### config.mk
export PLATFORM = sky130hd
export DESIGN_NAME = prog_seq_detector
export DESIGN_NICKNAME = d
export VERILOG_FILES = /design/src/rtl/seq_det_pkg.sv /design/src/rtl/sat_counter.sv /design/src/rtl/prog_seq_detector.sv
export SDC_FILE = /design/constraint.sdc
export NUM_CORES = 1
export LEC_CHECK = 0
export CAP_MARGIN = 20
export CORE_MARGIN = 4
export CORE_UTILIZATION = 53
export CTS_CLUSTER_SIZE = 12
export DETAILED_ROUTE_END_ITERATION = 8
export HOLD_SLACK_MARGIN = 0.05
export PLACE_DENSITY_LB_ADDON = 0.3
export SLEW_MARGIN = 5
export SYNTH_ARGS = -nofsm -noshare
export SYNTH_HDL_FRONTEND = slang
export SYNTH_HIERARCHICAL = 1
export SYNTH_SLANG_ARGS = --single-unit
### constraint.sdc
create_clock -name clk -period 2.9 [get_ports clk]
set_input_delay 0.58 -clock clk [delete_from_list [all_inputs] [get_ports clk]]
set_output_delay 0.58 -clock clk [all_outputs]
set_load 0.005 [all_outputs]
### src/rtl/seq_det_pkg.sv
// Shared definitions for the programmable sequence detector:
// mode select encodings, detector state codes and the length-width helper.
package seq_det_pkg;

    localparam logic [0:0] OVL_OFF    = 1'b0;
    localparam logic [0:0] OVL_ON     = 1'b1;

    localparam logic [0:0] OUT_MEALY  = 1'b0;
    localparam logic [0:0] OUT_MOORE  = 1'b1;

    localparam logic [0:0] ST_FILLING = 1'b0;
    localparam logic [0:0] ST_ARMED   = 1'b1;

    // Bits needed to hold a length value 0..max_len.
    function automatic int len_w(input int max_len);
        return $clog2(max_len) + 1;
    endfunction

endpackage

### src/rtl/sat_counter.sv
// Saturating up-counter with synchronous clear.
// Ports: clk, rst (async high), clr (sync clear), inc (count enable), q (value).
module sat_counter #(
    parameter int WIDTH = 8
) (
    input  logic             clk,
    input  logic             rst,
    input  logic             clr,
    input  logic             inc,
    output logic [WIDTH-1:0] q
);

    always_ff @(posedge clk or posedge rst) begin
        if (rst) begin
            q <= '0;
        end else if (clr) begin
            q <= '0;
        end else if (inc && (q != '1)) begin
            q <= q + WIDTH'(1);
        end
    end

endmodule

### src/rtl/prog_seq_detector.sv
// Programmable serial pattern detector with overlap and Mealy/Moore select.
// Ports: clk, rst (async high), ain/in_valid (serial input), cfg_load plus
// cfg_pattern/cfg_len/cfg_overlap/cfg_moore (config latch), aout (match),
// match_count (saturating matches since reset or last cfg_load).
module prog_seq_detector
    import seq_det_pkg::*;
#(
    parameter int                 MAX_LEN     = 8,
    parameter int                 CNT_W       = 8,
    parameter logic [MAX_LEN-1:0] DEF_PATTERN = MAX_LEN'(8'b0000_1011),
    parameter int                 DEF_LEN     = 4
) (
    input  logic                       clk,
    input  logic                       rst,
    input  logic                       ain,
    input  logic                       in_valid,
    input  logic                       cfg_load,
    input  logic [MAX_LEN-1:0]         cfg_pattern,
    input  logic [len_w(MAX_LEN)-1:0]  cfg_len,
    input  logic                       cfg_overlap,
    input  logic                       cfg_moore,
    output logic                       aout,
    output logic [CNT_W-1:0]           match_count
);

    localparam int              LEN_W  = len_w(MAX_LEN);
    localparam logic [LEN_W-1:0] LEN_MAX = LEN_W'(MAX_LEN);

    logic [MAX_LEN-1:0] r_hist;
    logic [MAX_LEN-1:0] r_pattern;
    logic [LEN_W-1:0]   r_len;
    logic [LEN_W-1:0]   r_fill;
    logic               r_overlap;
    logic               r_moore;
    logic               r_aout_q;

    logic [LEN_W-1:0]   w_len_clamped;
    logic [MAX_LEN-1:0] w_window;
    logic [MAX_LEN-1:0] w_mask;
    logic [LEN_W:0]     w_fill_p1;
    logic [0:0]         w_state;
    logic               w_accept;
    logic               w_enabled;
    logic               w_match;

    assign w_len_clamped = (cfg_len > LEN_MAX) ? LEN_MAX : cfg_len;

    // A load cycle swallows the incoming bit.
    assign w_accept  = in_valid & ~cfg_load;
    assign w_enabled = (r_len != '0);

    // Newest bit sits at [0]; the window includes the bit being presented.
    assign w_window  = {r_hist[MAX_LEN-2:0], ain};
    assign w_fill_p1 = {1'b0, r_fill} + (LEN_W+1)'(1);
    assign w_state   = (w_fill_p1 >= {1'b0, r_len}) ? ST_ARMED : ST_FILLING;

    // Only the low len bits take part in the compare.
    always_comb begin
        w_mask = '0;
        for (int i = 0; i < MAX_LEN; i++) begin
            w_mask[i] = (i < int'(r_len));
        end
    end

    assign w_match = w_accept & w_enabled & (w_state == ST_ARMED)
                   & ((w_window & w_mask) == (r_pattern & w_mask));

    assign aout = ~rst & ((r_moore == OUT_MOORE) ? r_aout_q : w_match);

    always_ff @(posedge clk or posedge rst) begin
        if (rst) begin
            r_hist    <= '0;
            r_fill    <= '0;
            r_aout_q  <= 1'b0;
            r_pattern <= DEF_PATTERN;
            r_len     <= LEN_W'(DEF_LEN);
            r_overlap <= OVL_ON;
            r_moore   <= OUT_MEALY;
        end else if (cfg_load) begin
            r_pattern <= cfg_pattern;
            r_len     <= w_len_clamped;
            r_overlap <= cfg_overlap;
            r_moore   <= cfg_moore;
            r_fill    <= '0;
            r_aout_q  <= 1'b0;
        end else begin
            r_aout_q <= w_match;
            if (in_valid) begin
                r_hist <= w_window;
                // Non-overlap restarts the fill so the next hit needs fresh bits.
                if (w_match && (r_overlap == OVL_OFF)) begin
                    r_fill <= '0;
                end else if (r_fill < LEN_MAX) begin
                    r_fill <= r_fill + LEN_W'(1);
                end
            end
        end
    end

    sat_counter #(
        .WIDTH(CNT_W)
    ) u_cnt (
        .clk (clk),
        .rst (rst),
        .clr (cfg_load),
        .inc (w_match),
        .q   (match_count)
    );

endmodule

==> results of run 1 <==
==> kinds of logic (layout without fill, tap and decap cells) <==
| kind of cell | Yosys count | in the layout |
|---|---|---|
| mux | 23 | 23 |
| xor+xnor | 12 | 12 |
| flops | 34 | 34 |
| compound gates | 28 | 28 |
| fa+ha+maj | 6 | 6 |
| simple gates | 45 | 45 |
| buf+inv | 12 | 58 |
==> area by class of cell <==
class                   instances  area [sq um]  area share, %
clock buffers                   7         55.05          2.377
well taps                      46         57.56          2.485
multi-input cells             114         932.1          40.25
clock inverters                 1         5.005         0.2161
inverters                       7         26.28          1.135
repair buffers                 43         381.6          16.48
flip-flops and latches         34         858.3          37.06
==> synth_stat cells, types with 2 or more instances <==
library cell | number | share of area, %
nand4_1 | 2 | 0.69
xnor2_1 | 10 | 4.8
nor2b_1 | 6 | 2.1
mux2_2 | 17 | 11
nand2b_1 | 2 | 0.69
inv_1 | 7 | 1.4
a21oi_2 | 2 | 0.96
dfstp_2 | 5 | 7.2
o21ai_0 | 5 | 1.4
or4_1 | 2 | 0.82
ha_1 | 6 | 4.1
dfrtp_1 | 29 | 40
mux2_4 | 4 | 3.3
nor3_1 | 7 | 1.9
buf_6 | 2 | 1.2
xor2_1 | 2 | 0.96
a211oi_2 | 2 | 1.4
a21oi_1 | 6 | 1.6
nor2_1 | 5 | 1.0
clkbuf_1 | 2 | 0.41
nand3_1 | 4 | 1.1
nand2_1 | 10 | 2.1
mux2i_1 | 2 | 1.1
==> per-stage QoR <==
step | util [%] | power, mW
after floorplan | - | 0.7487
after global placement | 66.78 | 0.8213
after detailed placement | 66.78 | 0.8403
after CTS | 69.22 | 1.121
after global routing | 69.40 | 1.174
final | 69.40 | 1.113
==> path summary, 6_finish.rpt <==
check | start | cells after the start | slack [ns] | endpoint
setup / recovery | r_len[2] | 6 | -0.07 | aout
hold / removal | r_hist[6] | 1 | 0.54 | r_hist[6]
setup reg to reg | r_fill[1] | 12 | 0.22 | u_cnt/q[3]
hold reg to reg | r_hist[6] | 1 | 0.54 | r_hist[6]
max in group asynchronous | rst | 3 | 1.92 | r_overlap
min in group asynchronous | rst | 2 | 0.57 | u_cnt/q[4]
==> sequential cells by signal, indices dropped and copies added, names as in the netlist <==
signal     flops
r_moore        1
r_pattern      8
r_overlap      1
r_fill         4
u_cnt/q        8
r_len          4
r_hist         7
r_aout_q       1
==> timing repair <==
action	CTS	global route
setup endpoints to repair	1	4
buffers inserted	1	0
pin swaps	5	0
endpoints found under the hold margin	0	0
resized for setup	13	3
hold buffers	0	0
==> metal layers <==
metal / vias up / GRT usage, % / share of wire [%]
li1: 664 / - / -
met1: 680 / 27.04 / 46
met2: 20 / 30.07 / 48
met3: 8 / 4.047 / 3.4
met4: 0 / 9.137 / 2.0
met5: - / 0 / 0
==> worst max-delay path: cells and delay by family (launching register included) <==
family | cells | cell delay (ns)
AO/OA/AOI/OAI | 2 | 0.20
buffers and inverters | 1 | 0.12
flip-flops | 1 | 0.60
AND/OR/NAND/NOR | 3 | 1.14
==> power by group <==
group	internal, mW	switching, mW	total, mW	leakage (nW)
Clock	0.117	0.153	0.271	0.0353
Combinational	0.146	0.104	0.250	0.542
Sequential	0.538	0.0541	0.592	0.423
Total	0.801	0.311	1.11	1.00
==> impl_metrics.json, run 1 <==
{
  "vias": 1372,
  "cp_slowest_stage_delay_ns": 0.60,
  "drtIter0Drc": 102,
  "clock_latency_ns": 0.34,
  "final_common_cell": "dfrtp_1",
  "ir_worst_vdd_v": 0.0003327,
  "fin_skew_ns": 0.01001,
  "synth_edf_count": 0,
  "cp-end-kind": "output port",
  "clkTransAtPathRegs_ns": 0.10,
  "period_share_pct": 102.5,
  "worst_pin_slew_ns": 0.4159,
  "worstPathMaxFanout": 5,
  "holdWs_ns": 0.5419,
  "drt_pass1_iterations": 4,
  "syn_inst": 160,
  "grt_overflow": 0,
  "slew_viol_final": 0,
  "wirelength_mm": 3.772,
  "clockBufferDepth": 2,
  "synthMuxAreaShare_pct": 14.90,
  "synthSimpleGateAreaFrac_pct": 13.53,
  "grt_max_degree": 32,
  "hold_class": "reg2reg",
  "place_area_sq_um": 2228,
  "yosys_register_bits": 34,
  "synth_seq_area_share_pct": 47.05,
  "ant_nets": 0,
  "most-common-layout-cells": "dfrtp_1, clkdlybuf4s50_1, mux2_2",
  "layout_min_cycle_time_ns": 2.973,
  "routedWlPerCell_microns": 14.97,
  "setup_viol": 1,
  "n_fill_cell": 280,
  "synth-main-ff-cell": "dfrtp_1",
  "crit_path_frequent_cell": "or4_4",
  "cts_made_buffers": 5,
  "hold_viol": 0,
  "yosysUniqueCellTypes": 44,
  "crit_chain": "or4_1, o21ai_1, or4_4, or4_4, a21oi_2, buf_2",
  "finish.instance_area_sq_um": 2316,
  "ys_warn_count": 6,
  "critPathKind": "reg2out",
  "drc": 0,
  "cts-root-buf": "clkbuf_4",
  "initial_core_util_pct": 54.59,
  "rows": 21,
  "htree_levels": 2,
  "antenna_cells": 0,
  "fp.dieW_microns": 66.63,
  "status": "finished, violations left",
  "avgSynthCellArea_sq_um": 11.39,
  "grt_pass1_vias": 1435,
  "setup_ws_ns": -0.07303,
  "dieArea_sq_um": 4440,
  "syn_area_sq_um": 1822,
  "syn_to_final_growth_pct": 27.13,
  "rsz0062_at_grt": "true",
  "leakage_nw": 1.001,
  "grt_usage_pct": 19.80,
  "synthAdderAreaFrac_pct": 4.121,
  "drv_cap": 0,
  "ios": 28,
  "fin_cells": 252,
  "via_per_inst": 5.444,
  "synth_compound_area_share_pct": 11.33,
  "portBuffers": 27,
  "syn_nets": 185,
  "drive_gt1_share_pct": 31.07,
  "cpMaxStageDelayCell": "dfstp_2",
  "final_nets": 230,
  "fmax_ghz": 0.3364,
  "dieHeight_microns": 66.63,
  "cts_tree": "yes",
  "slew_headroom_pct": 72.28,
  "fin_tns_setup_ns": -0.07303,
  "core_area_sq_um": 3337,
  "worst_setup_path_start_kind": "register",
  "placed_cells": 243,
  "gp_congestion": 0.9257,
  "synth_xor_area_share_pct": 5.769,
  "crit_required_ns": 2.32,
  "p_per_area_nw_per_um2": 480.5,
  "violations": "negative setup slack",
  "cp.arrival_ns": 2.39,
  "grt_pass1_wl_mm": 6.561,
  "place_hpwl_mm": 2.832,
  "antenna_found_initial": 0,
  "cts.sinks": 34,
  "dp_slack_ns": -0.5720,
  "synth_top_family_by_area": "multiplexers",
  "async_reset_ff_share_pct": 100.0
}
Power figures use the tool's default switching activity.
==> run 2: changes to the inputs <==
ABC_AREA = 1   (was not set)
CELL_PAD_IN_SITES_DETAIL_PLACEMENT = 1   (was not set)
CELL_PAD_IN_SITES_GLOBAL_PLACEMENT = 2   (was not set)
CORE_UTILIZATION = 31   (was 53)
==> impl_metrics.json, run 2 <==
{
  "htree_levels": 2,
  "worst_setup_path_start_kind": "register",
  "rows": 28,
  "yosys_register_bits": 34,
  "grt_pass1_wl_mm": 8.569,
  "syn_area_sq_um": 1961,
  "cts_made_buffers": 5,
  "yosysTopAreaCellShare_pct": 37.01,
  "vias": 1718,
  "crit_required_ns": 2.32,
  "cp_slowest_stage_delay_ns": 0.40,
  "syn_inst": 261,
  "cpMaxStageDelayCell": "dfrtp_1",
  "most-common-layout-cells": "nand2_1, inv_1, dfrtp_1",
  "yosys-top-cells-count": "nand2_1, inv_1, dfrtp_1",
  "dieArea_sq_um": 7661,
  "hold_viol": 0,
  "slew_headroom_pct": 74.36,
  "ir_worst_vdd_v": 0.0001993,
  "ios": 28,
  "initial_core_util_pct": 32.54,
  "p_per_area_nw_per_um2": 469.8,
  "drv_cap": 0,
  "cp.buffers_inverters": 2,
  "syn_to_final_growth_pct": 29.04,
  "drtIter0Drc": 61,
  "ant_nets": 0,
  "dieHeight_microns": 87.53,
  "worstPathMaxFanout": 3,
  "synth-main-ff-cell": "dfrtp_1",
  "antenna_found_initial": 0,
  "portBuffers": 27,
  "final_nets": 328,
  "cts.sinks": 34,
  "total_power_mw": 1.189,
  "gp_congestion": 0.7235,
  "synth_area_leaders": "dfrtp_1, nand2_1, dfstp_2, inv_1, o21ai_0",
  "grt_pass1_vias": 1771,
  "status": "finished, final reports clean",
  "cp-end-kind": "output port",
  "layout_min_cycle_time_ns": 2.696,
  "yosysUniqueCellTypes": 28,
  "core_area_sq_um": 6026,
  "cpLargestDelayFamily": "simple AND/OR/NAND/NOR gates",
  "grt_overflow": 0,
  "place_hpwl_mm": 3.721,
  "synth_edf_count": 0,
  "fp.dieW_microns": 87.53,
  "hold_class": "reg2reg",
  "cts-root-buf": "clkbuf_8",
  "synth_seq_area_share_pct": 43.71,
  "routedWlPerCell_microns": 13.07,
  "crit_path_frequent_cell": "nand2_1",
  "syn_nets": 286,
  "worst_pin_slew_ns": 0.3832,
  "n_fill_cell": 750,
  "cts_tree": "yes",
  "grt_usage_pct": 14.53,
  "via_per_inst": 4.533,
  "reg_top3": "r_pattern (8), u_cnt/q (8), r_hist (7)",
  "async_reset_ff_share_pct": 100.0,
  "clkTransAtPathRegs_ns": 0.07,
  "antenna_cells": 0,
  "period_share_pct": 92.98,
  "clock_latency_ns": 0.29,
  "crit_chain": "nand3_2, xor2_2, ha_1, a21oi_1, and2_1, nand2_1, nand2_1, inv_2, nand2_2, a21oi_2, dlygate4sd2_1",
  "yosysMostFrequentCell": "nand2_1",
  "leakage_nw": 1.283,
  "drive_gt1_share_pct": 18.42,
  "rsz0062_at_grt": "false",
  "drc": 0,
  "fmax_ghz": 0.3709,
  "yosys.area.top_type": "dfrtp_1",
  "drt_pass1_iterations": 4,
  "slew_viol_final": 0,
  "setup_viol": 0,
  "cp.arrival_ns": 2.12,
  "ys_warn_count": 6,
  "avgSynthCellArea_sq_um": 7.512,
  "fin_skew_ns": 0.006405,
  "fin_tns_setup_ns": 0,
  "grt_max_degree": 27,
  "final_common_cell": "nand2_1",
  "wirelength_mm": 4.952,
  "critPathKind": "reg2out",
  "clockBufferDepth": 2
}
==> run 2: cell types whose count changed after synthesis, moves of 7 or more <==
| cell | change |
|---|---|
| o21ai_0 | +12 |
| nand3_1 | +10 |
| mux2_2 | -17 |
| nand2_2 | +8 |
| xnor2_1 | -9 |
| inv_1 | +28 |
| nand2_1 | +87 |
| nor3_1 | -7 |
==> run 2: logic make-up after synthesis <==
family / synth area share, %
fa+ha+maj: 3.829
xor+xnor: 3.127
flops: 43.71
compound gates: 6.764
simple gates: 33.70
buf+inv: 8.871
==> run 2: repair_timing <==
item / in CTS / in global routing
pin swaps: 0 / 1
resized for setup: 2 / 7
endpoints found under the setup margin: 1 / 1
setup buffers: 1 / 3
hold buffers: 0 / 0
==> run 2: stage by stage <==
step / util [%] / instance area (sq um) / std cells / hold WS [ns] / worst slack [ns]
final: 41.99 / 2530 / 379 / 0.4782 / 0.2037
after global routing: 41.99 / 2530 / 379 / 0.4932 / 0.009390
after CTS: 41.26 / 2486 / 376 / 0.4856 / 0.1005
after detailed placement: 39.20 / 2362 / 367 / 0.4716 / -0.03774
after global placement: 39.20 / 2362 / 367 / 0.4619 / -0.008740
after floorplan: - / 1961 / 261 / 0.3957 / 0.7745
==> run 2: routing by layer <==
metal	track usage [%]	vias up	part of all wire (%)
met2	21.92	23	46
met3	3.690	6	3.7
met4	4.603	0	1.4
met1	20.37	812	49
met5	0	-	0
li1	-	877	-
==> run 2: worst register-to-register path, cell delays in order, from the launching register on <==
cell     delay (ns)
dfrtp_1        0.40
nand3_2        0.11
xor2_2         0.19
ha_1           0.30
a21oi_1        0.06
and2_1         0.13
nand2_1        0.06
nand2_1        0.06
inv_2          0.08
nand2_2        0.07
buf_4          0.14
inv_1          0.11
nand2_4        0.07
nor2_1         0.31
nand2_1        0.10
nand2_1        0.08
==> run 2: path summary, 6_finish.rpt <==
kind / start / end / slack (ns) / cells after the start
max: r_fill[1] / aout / 0.20 / 11
min: r_pattern[0] / r_pattern[0] / 0.48 / 2
max reg2reg: r_fill[1] / u_cnt/q[4] / 0.57 / 15
min reg2reg: r_pattern[0] / r_pattern[0] / 0.48 / 2
max in group asynchronous: rst / r_pattern[0] / 1.83 / 3
min in group asynchronous: rst / u_cnt/q[1] / 0.64 / 2
==> run 2: layout make-up <==
class                           count  area [sq um]  share of cell area (%)
Sequential cell                    34         857.1                   33.88
Tap cell                           75         93.84                   3.709
Multi-Input combinational cell    183         958.4                   37.88
Timing Repair Buffer               38         351.6                   13.90
Clock buffer                        8         110.1                   4.352
Inverter                           41         158.9                   6.281
==> run 2: power breakdown <==
group	total [mW]	switching [mW]	internal, mW
registers	0.548	0.0301	0.518
clock network	0.419	0.179	0.240
logic	0.222	0.130	0.0919
total	1.19	0.339	0.850
